--- config.mk ---
export PLATFORM = sky130hd
export DESIGN_NAME = id_ex_stage
export DESIGN_NICKNAME = d
export VERILOG_FILES = /design/src/rtl/id_ex_stage.sv
export SDC_FILE = /design/constraint.sdc
export NUM_CORES = 1
export LEC_CHECK = 0
export CAP_MARGIN = 20
export CORE_MARGIN = 10
export CORE_UTILIZATION = 35
export DETAILED_ROUTE_END_ITERATION = 12
export PLACE_DENSITY = 0.74
export SYNTH_ARGS = -nofsm -noshare
export SYNTH_HDL_FRONTEND = slang
export SYNTH_SLANG_ARGS = --single-unit
--- constraint.sdc ---
create_clock -name clk_i -period 4.3 [get_ports clk_i]
set_input_delay 0.86 -clock clk_i [delete_from_list [all_inputs] [get_ports clk_i]]
set_output_delay 0.86 -clock clk_i [all_outputs]
set_load 0.01 [all_outputs]
--- src/rtl/id_ex_stage.sv ---
// -----------------------------------------------------------------------------
// id_ex_stage
//   ID/EX pipeline register with EX-operand forwarding for the 5-stage RV32I
//   core. Holds the decoded instruction for one EX cycle, resolves operand
//   bypass from EX/MEM and MEM/WB, feeds the ALU directly, and flags load-use
//   hazards back to the hazard unit.
//
// Ports
//   clk_i, rst_ni             core clock, async active-low reset
//   stall_i, flush_i          hold contents / insert bubble (flush wins)
//   valid_i ... branch_i      decoded instruction fields from ID
//   exmem_*, memwb_*          forwarding sources from later stages
//   valid_o                   EX holds a real instruction
//   operand_a_o, operand_b_o  ALU operands after forwarding and source select
//   store_data_o              forwarded rs2 (stores, branch compare)
//   pc_o, rd_addr_o, alu_ctrl_o  registered fields
//   reg_write_o ... branch_o  registered controls, gated by valid
//   load_use_hazard_o         ID instruction depends on the load now in EX
// -----------------------------------------------------------------------------
module id_ex_stage #(
    parameter int DATA_WIDTH = 32,
    parameter int REG_ADDR_W = 5
) (
    input  logic                  clk_i,
    input  logic                  rst_ni,
    input  logic                  stall_i,
    input  logic                  flush_i,
    input  logic                  valid_i,
    input  logic [DATA_WIDTH-1:0] pc_i,
    input  logic [DATA_WIDTH-1:0] rs1_data_i,
    input  logic [DATA_WIDTH-1:0] rs2_data_i,
    input  logic [DATA_WIDTH-1:0] imm_i,
    input  logic [REG_ADDR_W-1:0] rs1_addr_i,
    input  logic [REG_ADDR_W-1:0] rs2_addr_i,
    input  logic [REG_ADDR_W-1:0] rd_addr_i,
    input  logic [3:0]            alu_ctrl_i,
    input  logic                  alu_src_a_pc_i,
    input  logic                  alu_src_b_imm_i,
    input  logic                  reg_write_i,
    input  logic                  mem_read_i,
    input  logic                  mem_write_i,
    input  logic                  branch_i,
    input  logic                  exmem_reg_write_i,
    input  logic [REG_ADDR_W-1:0] exmem_rd_i,
    input  logic [DATA_WIDTH-1:0] exmem_result_i,
    input  logic                  memwb_reg_write_i,
    input  logic [REG_ADDR_W-1:0] memwb_rd_i,
    input  logic [DATA_WIDTH-1:0] memwb_result_i,
    output logic                  valid_o,
    output logic [DATA_WIDTH-1:0] operand_a_o,
    output logic [DATA_WIDTH-1:0] operand_b_o,
    output logic [DATA_WIDTH-1:0] store_data_o,
    output logic [DATA_WIDTH-1:0] pc_o,
    output logic [REG_ADDR_W-1:0] rd_addr_o,
    output logic [3:0]            alu_ctrl_o,
    output logic                  reg_write_o,
    output logic                  mem_read_o,
    output logic                  mem_write_o,
    output logic                  branch_o,
    output logic                  load_use_hazard_o
);

    logic                  valid_q;
    logic [DATA_WIDTH-1:0] pc_q;
    logic [DATA_WIDTH-1:0] rs1_data_q;
    logic [DATA_WIDTH-1:0] rs2_data_q;
    logic [DATA_WIDTH-1:0] imm_q;
    logic [REG_ADDR_W-1:0] rs1_addr_q;
    logic [REG_ADDR_W-1:0] rs2_addr_q;
    logic [REG_ADDR_W-1:0] rd_q;
    logic [3:0]            alu_ctrl_q;
    logic                  src_a_pc_q;
    logic                  src_b_imm_q;
    logic                  reg_write_q;
    logic                  mem_read_q;
    logic                  mem_write_q;
    logic                  branch_q;

    logic [DATA_WIDTH-1:0] fwd_rs1;
    logic [DATA_WIDTH-1:0] fwd_rs2;

    // Flush only needs to kill valid and the side-effecting controls; the
    // datapath fields simply hold, since nothing downstream consumes them
    // while valid is low.
    always_ff @(posedge clk_i or negedge rst_ni) begin
        if (!rst_ni) begin
            valid_q     <= 1'b0;
            pc_q        <= '0;
            rs1_data_q  <= '0;
            rs2_data_q  <= '0;
            imm_q       <= '0;
            rs1_addr_q  <= '0;
            rs2_addr_q  <= '0;
            rd_q        <= '0;
            alu_ctrl_q  <= 4'b0000;
            src_a_pc_q  <= 1'b0;
            src_b_imm_q <= 1'b0;
            reg_write_q <= 1'b0;
            mem_read_q  <= 1'b0;
            mem_write_q <= 1'b0;
            branch_q    <= 1'b0;
        end else if (flush_i) begin
            valid_q     <= 1'b0;
            reg_write_q <= 1'b0;
            mem_read_q  <= 1'b0;
            mem_write_q <= 1'b0;
            branch_q    <= 1'b0;
        end else if (!stall_i) begin
            valid_q     <= valid_i;
            pc_q        <= pc_i;
            rs1_data_q  <= rs1_data_i;
            rs2_data_q  <= rs2_data_i;
            imm_q       <= imm_i;
            rs1_addr_q  <= rs1_addr_i;
            rs2_addr_q  <= rs2_addr_i;
            rd_q        <= rd_addr_i;
            alu_ctrl_q  <= alu_ctrl_i;
            src_a_pc_q  <= alu_src_a_pc_i;
            src_b_imm_q <= alu_src_b_imm_i;
            reg_write_q <= reg_write_i;
            mem_read_q  <= mem_read_i;
            mem_write_q <= mem_write_i;
            branch_q    <= branch_i;
        end
    end

    // EX/MEM is checked first because it holds the younger result. x0 never
    // forwards, so it always reads the (zero) register-file value.
    always_comb begin
        fwd_rs1 = rs1_data_q;
        if (exmem_reg_write_i && (exmem_rd_i == rs1_addr_q) && (rs1_addr_q != '0))
            fwd_rs1 = exmem_result_i;
        else if (memwb_reg_write_i && (memwb_rd_i == rs1_addr_q) && (rs1_addr_q != '0))
            fwd_rs1 = memwb_result_i;
    end

    always_comb begin
        fwd_rs2 = rs2_data_q;
        if (exmem_reg_write_i && (exmem_rd_i == rs2_addr_q) && (rs2_addr_q != '0))
            fwd_rs2 = exmem_result_i;
        else if (memwb_reg_write_i && (memwb_rd_i == rs2_addr_q) && (rs2_addr_q != '0))
            fwd_rs2 = memwb_result_i;
    end

    assign operand_a_o  = src_a_pc_q  ? pc_q  : fwd_rs1;
    assign operand_b_o  = src_b_imm_q ? imm_q : fwd_rs2;
    assign store_data_o = fwd_rs2;

    assign valid_o     = valid_q;
    assign pc_o        = pc_q;
    assign rd_addr_o   = rd_q;
    assign alu_ctrl_o  = alu_ctrl_q;
    assign reg_write_o = reg_write_q & valid_q;
    assign mem_read_o  = mem_read_q  & valid_q;
    assign mem_write_o = mem_write_q & valid_q;
    assign branch_o    = branch_q    & valid_q;

    // rs2 is compared even for I-type instructions; the occasional spurious
    // stall is cheaper than decoding the format here.
    assign load_use_hazard_o = valid_q & mem_read_q & (rd_q != '0) & valid_i
                             & ((rd_q == rs1_addr_i) | (rd_q == rs2_addr_i));

endmodule
==> out/results.tsv, run 1 <==
stage	metric	value	unit
power	Peak VDD IR	0.000193	V
setup_path	Worst path most repeated cell	clkdlybuf4s50_1	
clock_tree	Clock Tree Root	clkbuf_16	
synth	count leader, synth	dfrtp_1	
floorplanning	std cell rows	56	
floorplanning	core area	23600	sq um
setup_path	worst endpoint required time	3440	ps
sta	setup TNS	0	ps
place	hpwl dp	26700	um
clock_tree	htree depth	4	
global_routing	vias in the first global route	8530	
sta	relative slew slack	31.8	%
setup_path	Arr. time, crit path	3370	ps
route	Initial DRC Count	729	
worst_hold_path	worst min-delay path category	primary input to asynchronous set/reset pin	
sta	fmax	0.236	GHz
sta	clk_skew	0	ps
power	Leak Pwr	5.35	nW
floorplanning	Starting Density	35.8	%
sta	Fin. Hold Viols	0	
sta	pins over their slew limit	0	
setup_path	cells along the critical path	clkdlybuf4s50_1 > xnor2_1 > nand4_1 > nor3_4 > buf_12 > mux2i_1 > a222oi_1 > clkdlybuf4s50_1	
route	DR WL/cell	24.2	um
synth	post-synthesis net count	1030	
synth	Post-synth ARST share	100	%
global_routing	Congestion Overflow GR	0	
floorplanning	I/O pin cnt	377	
synth	Synth Cell Area	8460	sq um
synth	Post-synth top cells	dfrtp_1 (154), mux2_2 (147), inv_1 (64)	
clock_tree	Worst-Skew Late Latency	430	ps
place	gpl congestion	0.862	
setup_path	Setup crit end kind	output port	
sta	min Tclk post-route	4230	ps
route	drt drc	0	
layout	Syn-to-layout area delta	57.1	%
sta	slew of the pin with the lowest slew margin	1020	ps
synth	post-synth cell types	32	
synth	Mapped Avg Cell Area	10.6	sq um
run	max-cap violations	0	
sta	Final setup viols	0	
global_routing	GRT Total Usage	22.4	%
setup_path	critical path startpoint category	primary input	
clock_tree	Hold Buf Count CTS	0	
floorplanning	Die Footprint	30800	sq um
route	vias	8105	
synth	Mapped Cells	796	
setup_path	crit-path max cell delay	620	ps
clock_tree	CTS max path bufs	2	
power	Power Density	385	nW/um^2
power	Tot Pwr	5.11	mW
layout	nets	1385	
setup_path	Slowest-stage cell, CP	clkdlybuf4s50_1	
synth	EDFF count, synth	0	
global_routing	pin count of the biggest net entering global routing	84	
synth	Synth Flop Type	dfrtp_1	
synth	Area contributors post-synth	dfrtp_1 (46%), mux2_2 (20%), mux2i_1 (4.4%)	
route	final WL	35900	um
route	Final ANT Viol Nets	0	
sta	Final Cycle Share	98.4	%
setup_path	Setup CP Type	primary input to output port	
clock_tree	CTS Sinks	154	
global_routing	initial antenna violation count	1	
synth	cell accounting for the most synthesized area	dfrtp_1	
clock_tree	CTS tree	done	
synth	Yosys warning count	0	
status	status	finished clean	
synth	sequential-to-total area share from yosys stat	45.5	%
global_routing	first-pass GRT wire length	53400	um
synth	Synth top area share	45.5	%
floorplanning	Die Width	176	um
clock_tree	Reg clk slew, reported paths	80	ps
setup_path	crit-path max FO	21	
floorplanning	die height	176	um
place	IO Port Bufs	376	
clock_tree	Num CTS Buffers	17	
route	1st-pass router iterations	9	
route	Vias/cell	5.46	
layout	layout cell share with drive strength beyond 1	19.5	%
synth	FF+latch count, synth	154	
-- cell type report --
cell class | instances | area, sq um
fillers | 2058 | 10300
multi-input cells | 508 | 4150
repair buffers | 406 | 4090
flip-flops and latches | 154 | 3860
clock buffers | 17 | 425
well taps | 319 | 399
inverters | 64 | 240
clock inverters | 15 | 130
diodes | 1 | 2.50
-- path summary, 6_finish.rpt --
kind                               start         endpoint  slack, ps  cells after the start
setup / recovery           memwb_rd_i[1]  operand_a_o[12]         70                      8
hold / removal                    rst_ni    alu_ctrl_o[0]        480                      1
setup reg to reg             src_b_imm_q      src_b_imm_q       2870                      1
hold reg to reg                imm_q[18]        imm_q[18]        500                      1
max in group asynchronous         rst_ni       src_a_pc_q       2730                      2
min in group clk_i             imm_q[18]        imm_q[18]        500                      1
-- logic make-up after synthesis --
kind of cell / synth area share, %
AND/OR/NAND/NOR: 9.71
XOR/XNOR: 3.10
flip-flops: 45.5
multiplexers: 24.2
AO/OA/AOI/OAI: 11.2
buffers and inverters: 6.28
-- critical path, delay by kind of cell --
kind,cells,cell delay (ps)
multiplexers,1,110
AND/OR/NAND/NOR,2,440
buffers and inverters,3,1410
AO/OA/AOI/OAI,1,390
XOR/XNOR,1,130
-- repair_timing --
item,CTS,global route
endpoints found under the setup margin,0,35
buffers inserted,0,0
gates resized for setup,0,10
-- layer usage --
metal / track usage, % / part of all wire (%)
met5: 0 / 0
met4: 5.86 / 1.6
met3: 8.79 / 11
met2: 36.8 / 48
met1: 26.7 / 40
-- cell usage in the layout (no fill, tap or decap), types with 2 or more instances in the layout --
master | Yosys | layout
a222oi_1 | 32 | 32
a31oi_1 | 32 | 32
and2_1 | 4 | 4
and3_1 | 32 | 32
buf_12 | 0 | 7
buf_4 | 3 | 22
buf_6 | 0 | 2
clkbuf_16 | 0 | 17
clkdlybuf4s50_1 | 0 | 368
clkinv_2 | 0 | 3
dfrtp_1 | 154 | 152
dfrtp_2 | 0 | 2
dlymetal6s2s_1 | 0 | 6
inv_1 | 64 | 64
inv_6 | 0 | 8
inv_8 | 0 | 4
mux2_1 | 2 | 2
mux2_2 | 147 | 147
mux2i_1 | 37 | 37
nand2_1 | 34 | 34
nand3_1 | 34 | 34
nand4_1 | 4 | 4
nor2_1 | 9 | 6
nor2_4 | 0 | 4
nor3_1 | 34 | 34
o21ai_0 | 32 | 32
o31ai_1 | 32 | 30
o31ai_2 | 0 | 2
or2_2 | 0 | 2
or4_1 | 2 | 2
xnor2_1 | 22 | 21
xor2_1 | 8 | 8
-- per-stage QoR --
stage | area [sq um] | hold slack, ps | cells | setup slack (ps) | util (%)
after floorplan | 8460 | 475 | 796 | 1140 | -
after global placement | 12700 | 482 | 1450 | 83.9 | 53.8
after detailed placement | 12700 | 492 | 1450 | 46.5 | 53.8
after CTS | 13300 | 508 | 1482 | 15.1 | 56.1
after global routing | 13300 | 522 | 1483 | -6.25 | 56.3
final | 13300 | 476 | 1484 | 68.6 | 56.3
-- sequential cells by signal (all words and copies together), names as in the netlist, 4 cells and up --
name,flops
rs1_data_q,32
rs2_data_q,32
rd_addr_o,5
rs1_addr_q,5
rs2_addr_q,5
pc_o,32
imm_q,32
alu_ctrl_o,4
-- report_power, final --
part,switching [mW],internal [mW]
combinational,0.777,1.02
clock,0.719,0.768
sequential,0.179,1.65
(Power assumes the default switching activity.)
==> run 2: changes to the inputs <==
--- a/config.mk
+++ b/config.mk
@@ -10,6 +10,7 @@
 export CORE_UTILIZATION = 35
 export DETAILED_ROUTE_END_ITERATION = 12
 export PLACE_DENSITY = 0.74
+export SLEW_MARGIN = 5
 export SYNTH_ARGS = -nofsm -noshare
 export SYNTH_HDL_FRONTEND = slang
 export SYNTH_SLANG_ARGS = --single-unit
==> constraint.sdc (replaced) <==
create_clock -name clk_i -period 5.15 [get_ports clk_i]
set_input_delay 1.03 -clock clk_i [delete_from_list [all_inputs] [get_ports clk_i]]
set_output_delay 1.03 -clock clk_i [all_outputs]
set_load 0.01 [all_outputs]
==> run 2 against run 1 <==
  * Combinational power shrank 18%
  * First-iteration DRC count up 21%
  * Non-clock buffer count decreased by 9
  * Total power down 15%
  * Global-route usage is 0.12 points lower
  * Critical path type unchanged
  * Critical endpoint is now operand_b_o[23]
  * Largest cell class unchanged
==> out/results.tsv, run 2 (synthesis gave the netlist of run 1 again) <==
stage	metric	value	unit	change
power	Peak VDD IR	0.000204	V	was 0.000193 V
worst_hold_path	hold path depth	1		
route	1st-pass router iterations	8		was 9
setup_path	Setup CP Type	primary input to output port		unchanged
layout	nets	1375		was 1385
power	sw frac	31.0	%	was 32.8%
sta	relative slew slack	31.0	%	was 31.8%
global_routing	first-pass GRT wire length	53300	um	was 53400 um
power	Psw	1.35	mW	was 1.68 mW
floorplanning	Die Footprint	30800	sq um	unchanged
power	Leak Pwr	5.23	nW	was 5.35 nW
route	met3 wire len	3420	um	was 3900 um
global_routing	vias in the first global route	8540		was 8530
route	wl on met1	14500	um	was 14200 um
sta	clk_skew	0	ps	unchanged
floorplanning	std cell rows	56		unchanged
sta	pins over their slew limit	0		unchanged
global_routing	initial antenna violation count	0		was 1
route	vias	8081		was 8105
clock_tree	Worst-Skew Late Latency	430	ps	about the same
run	max-cap violations	0		unchanged
worst_hold_path	worst min-delay path category	flip-flop to flip-flop		was primary input to asynchronous set/reset pin
route	Vias/cell	5.49		was 5.46
setup_path	crit-path max FO	21		unchanged
layout	Syn-to-layout area delta	55.9	%	was 57.1%
clock_tree	CTS Sinks	154		unchanged
clock_tree	Hold Buf Count CTS	0		unchanged
clock_tree	CTS max path bufs	2		unchanged
sta	Final Cycle Share	91.9	%	
sta	slew of the pin with the lowest slew margin	1030	ps	was 1020 ps
floorplanning	Starting Density	35.8	%	unchanged
clock_tree	CTS tree	done		unchanged
clock_tree	Clock Tree Root	clkbuf_16		unchanged
setup_path	Setup crit end kind	output port		unchanged
clock_tree	Num CTS Buffers	17		unchanged
place	IO Port Bufs	376		unchanged
route	drt drc	0		unchanged
global_routing	Congestion Overflow GR	0		unchanged
layout	layout cell share with drive strength beyond 1	18.5	%	was 19.5%
route	Highest Signal Layer	met4		unchanged
clock_tree	htree depth	4		unchanged
floorplanning	Die Width	176	um	unchanged
sta	Fin. Hold Viols	0		unchanged
setup_path	Arr. time, crit path	3700	ps	was 3370 ps
layout	final non-filler cell total	1473		was 1484
setup_path	cells on worst reg2reg path	1		unchanged
global_routing	GRT Total Usage	22.3	%	was 22.4%
sta	RSZ-0062 raised after global routing	no		
sta	fmax	0.211	GHz	
setup_path	critical path startpoint category	primary input		unchanged
power	Power Density	330	nW/um^2	was 385 nW/um^2
layout	most common cell after layout, fill and taps aside	clkdlybuf4s50_1		unchanged
power	Comb pwr share	34.1	%	was 35.1%
power	Sequential Power Share	34.9	%	was 35.8%
route	DR WL/cell	24.1	um	was 24.2 um
clock_tree	post-CTS setup buffer count	0		unchanged
sta	Final setup viols	0		unchanged
clock_tree	Reg clk slew, reported paths	60	ps	was 80 ps
power	internal power	3.00	mW	was 3.44 mW
place	hpwl dp	26400	um	was 26700 um
setup_path	worst endpoint required time	4120	ps	was 3440 ps
place	dpl cells	1441		was 1450
route	met2 WL	16800	um	was 17200 um
power	Clk pwr share	31.0	%	was 29.1%
global_routing	pin count of the biggest net entering global routing	89		was 84
place	gpl congestion	0.907		was 0.862
layout	post-layout util	55.9	%	was 56.3%
layout	Diodes inserted	0		was 1
floorplanning	I/O pin cnt	377		unchanged
sta	setup TNS	0	ps	unchanged
floorplanning	core area	23600	sq um	unchanged
status	status	finished clean		unchanged
route	Initial DRC Count	879		was 729
route	final WL	35500	um	was 35900 um
floorplanning	die height	176	um	unchanged
sta	min Tclk post-route	4730	ps	
route	Final ANT Viol Nets	0		unchanged
layout	Filler Cells Inserted	2081		was 2058
layout	most frequent cells in the layout	clkdlybuf4s50_1 (374), dfrtp_1 (152), mux2_2 (147)		was clkdlybuf4s50_1 (368), dfrtp_1 (152), mux2_2 (147)
clock_tree	cts repair resizes	0		unchanged
## run 2: area by class of cell
| cell class | count | area [sq um] | share of cell area [%] |
|---|---|---|---|
| Timing Repair Buffer | 397 | 3960 | 30.0 |
| Sequential cell | 154 | 3860 | 29.2 |
| Clock inverter | 12 | 164 | 1.24 |
| Inverter | 64 | 240 | 1.82 |
| Multi-Input combinational cell | 507 | 4130 | 31.3 |
| Clock buffer | 20 | 447 | 3.39 |
| Tap cell | 319 | 399 | 3.03 |
## run 2: worst paths after layout
kind | startpoint | slack [ps] | end
setup / recovery | memwb_rd_i[0] | 420 | operand_b_o[23]
hold / removal | rs1_data_q[18] | 510 | rs1_data_q[18]
setup reg to reg | src_b_imm_q | 3770 | src_b_imm_q
hold reg to reg | rs1_data_q[18] | 510 | rs1_data_q[18]
max in group asynchronous | rst_ni | 3370 | src_a_pc_q
min in group asynchronous | rst_ni | 690 | alu_ctrl_o[0]
## run 2: layer usage
layer	track usage [%]	vias to the layer above
li1	-	3590
met1	27.2	4034
met2	36.6	417
met3	7.46	40
met4	6.36	0
met5	0	-
## run 2: power groups by stage
stage | Clock (mW) | Sequential, mW | Combinational (mW)
global placement | 0 | 1.53 | 1.47
global route | 1.43 | 1.54 | 1.58
detailed placement | 0 | 1.54 | 1.48
CTS | 1.37 | 1.52 | 1.49
floorplan | 0 | 1.50 | 0.650
finish | 1.35 | 1.52 | 1.48
## run 2: worst max-delay path: stages
cell,delay [ps]
clkdlybuf4s50_1,480
xnor2_1,230
nand4_1,160
buf_4,250
o31ai_1,530
a31oi_1,210
mux2_2,320
clkdlybuf4s50_1,480
## run 2: per-stage QoR
step                      cell area, sq um  hold slack, ps  worst slack, ps  total power [mW]
after detailed placement             12600             494              468              3.03
after CTS                            13200             508              445              4.39
after global routing                 13200             518              239              4.56
after floorplan                       8460             475             1650              2.15
after global placement               12600             483              461              3.00
final                                13200             506              419              4.36
==> run 3: changes to the inputs <==
--- a/config.mk
+++ b/config.mk
@@ -5,6 +5,7 @@
 export SDC_FILE = /design/constraint.sdc
 export NUM_CORES = 1
 export LEC_CHECK = 0
+export ABC_AREA = 0
 export CAP_MARGIN = 20
 export CORE_MARGIN = 10
 export CORE_UTILIZATION = 35
==> results of run 3 <==
The final DEF is identical to that of run 2; final timing and power are the same.
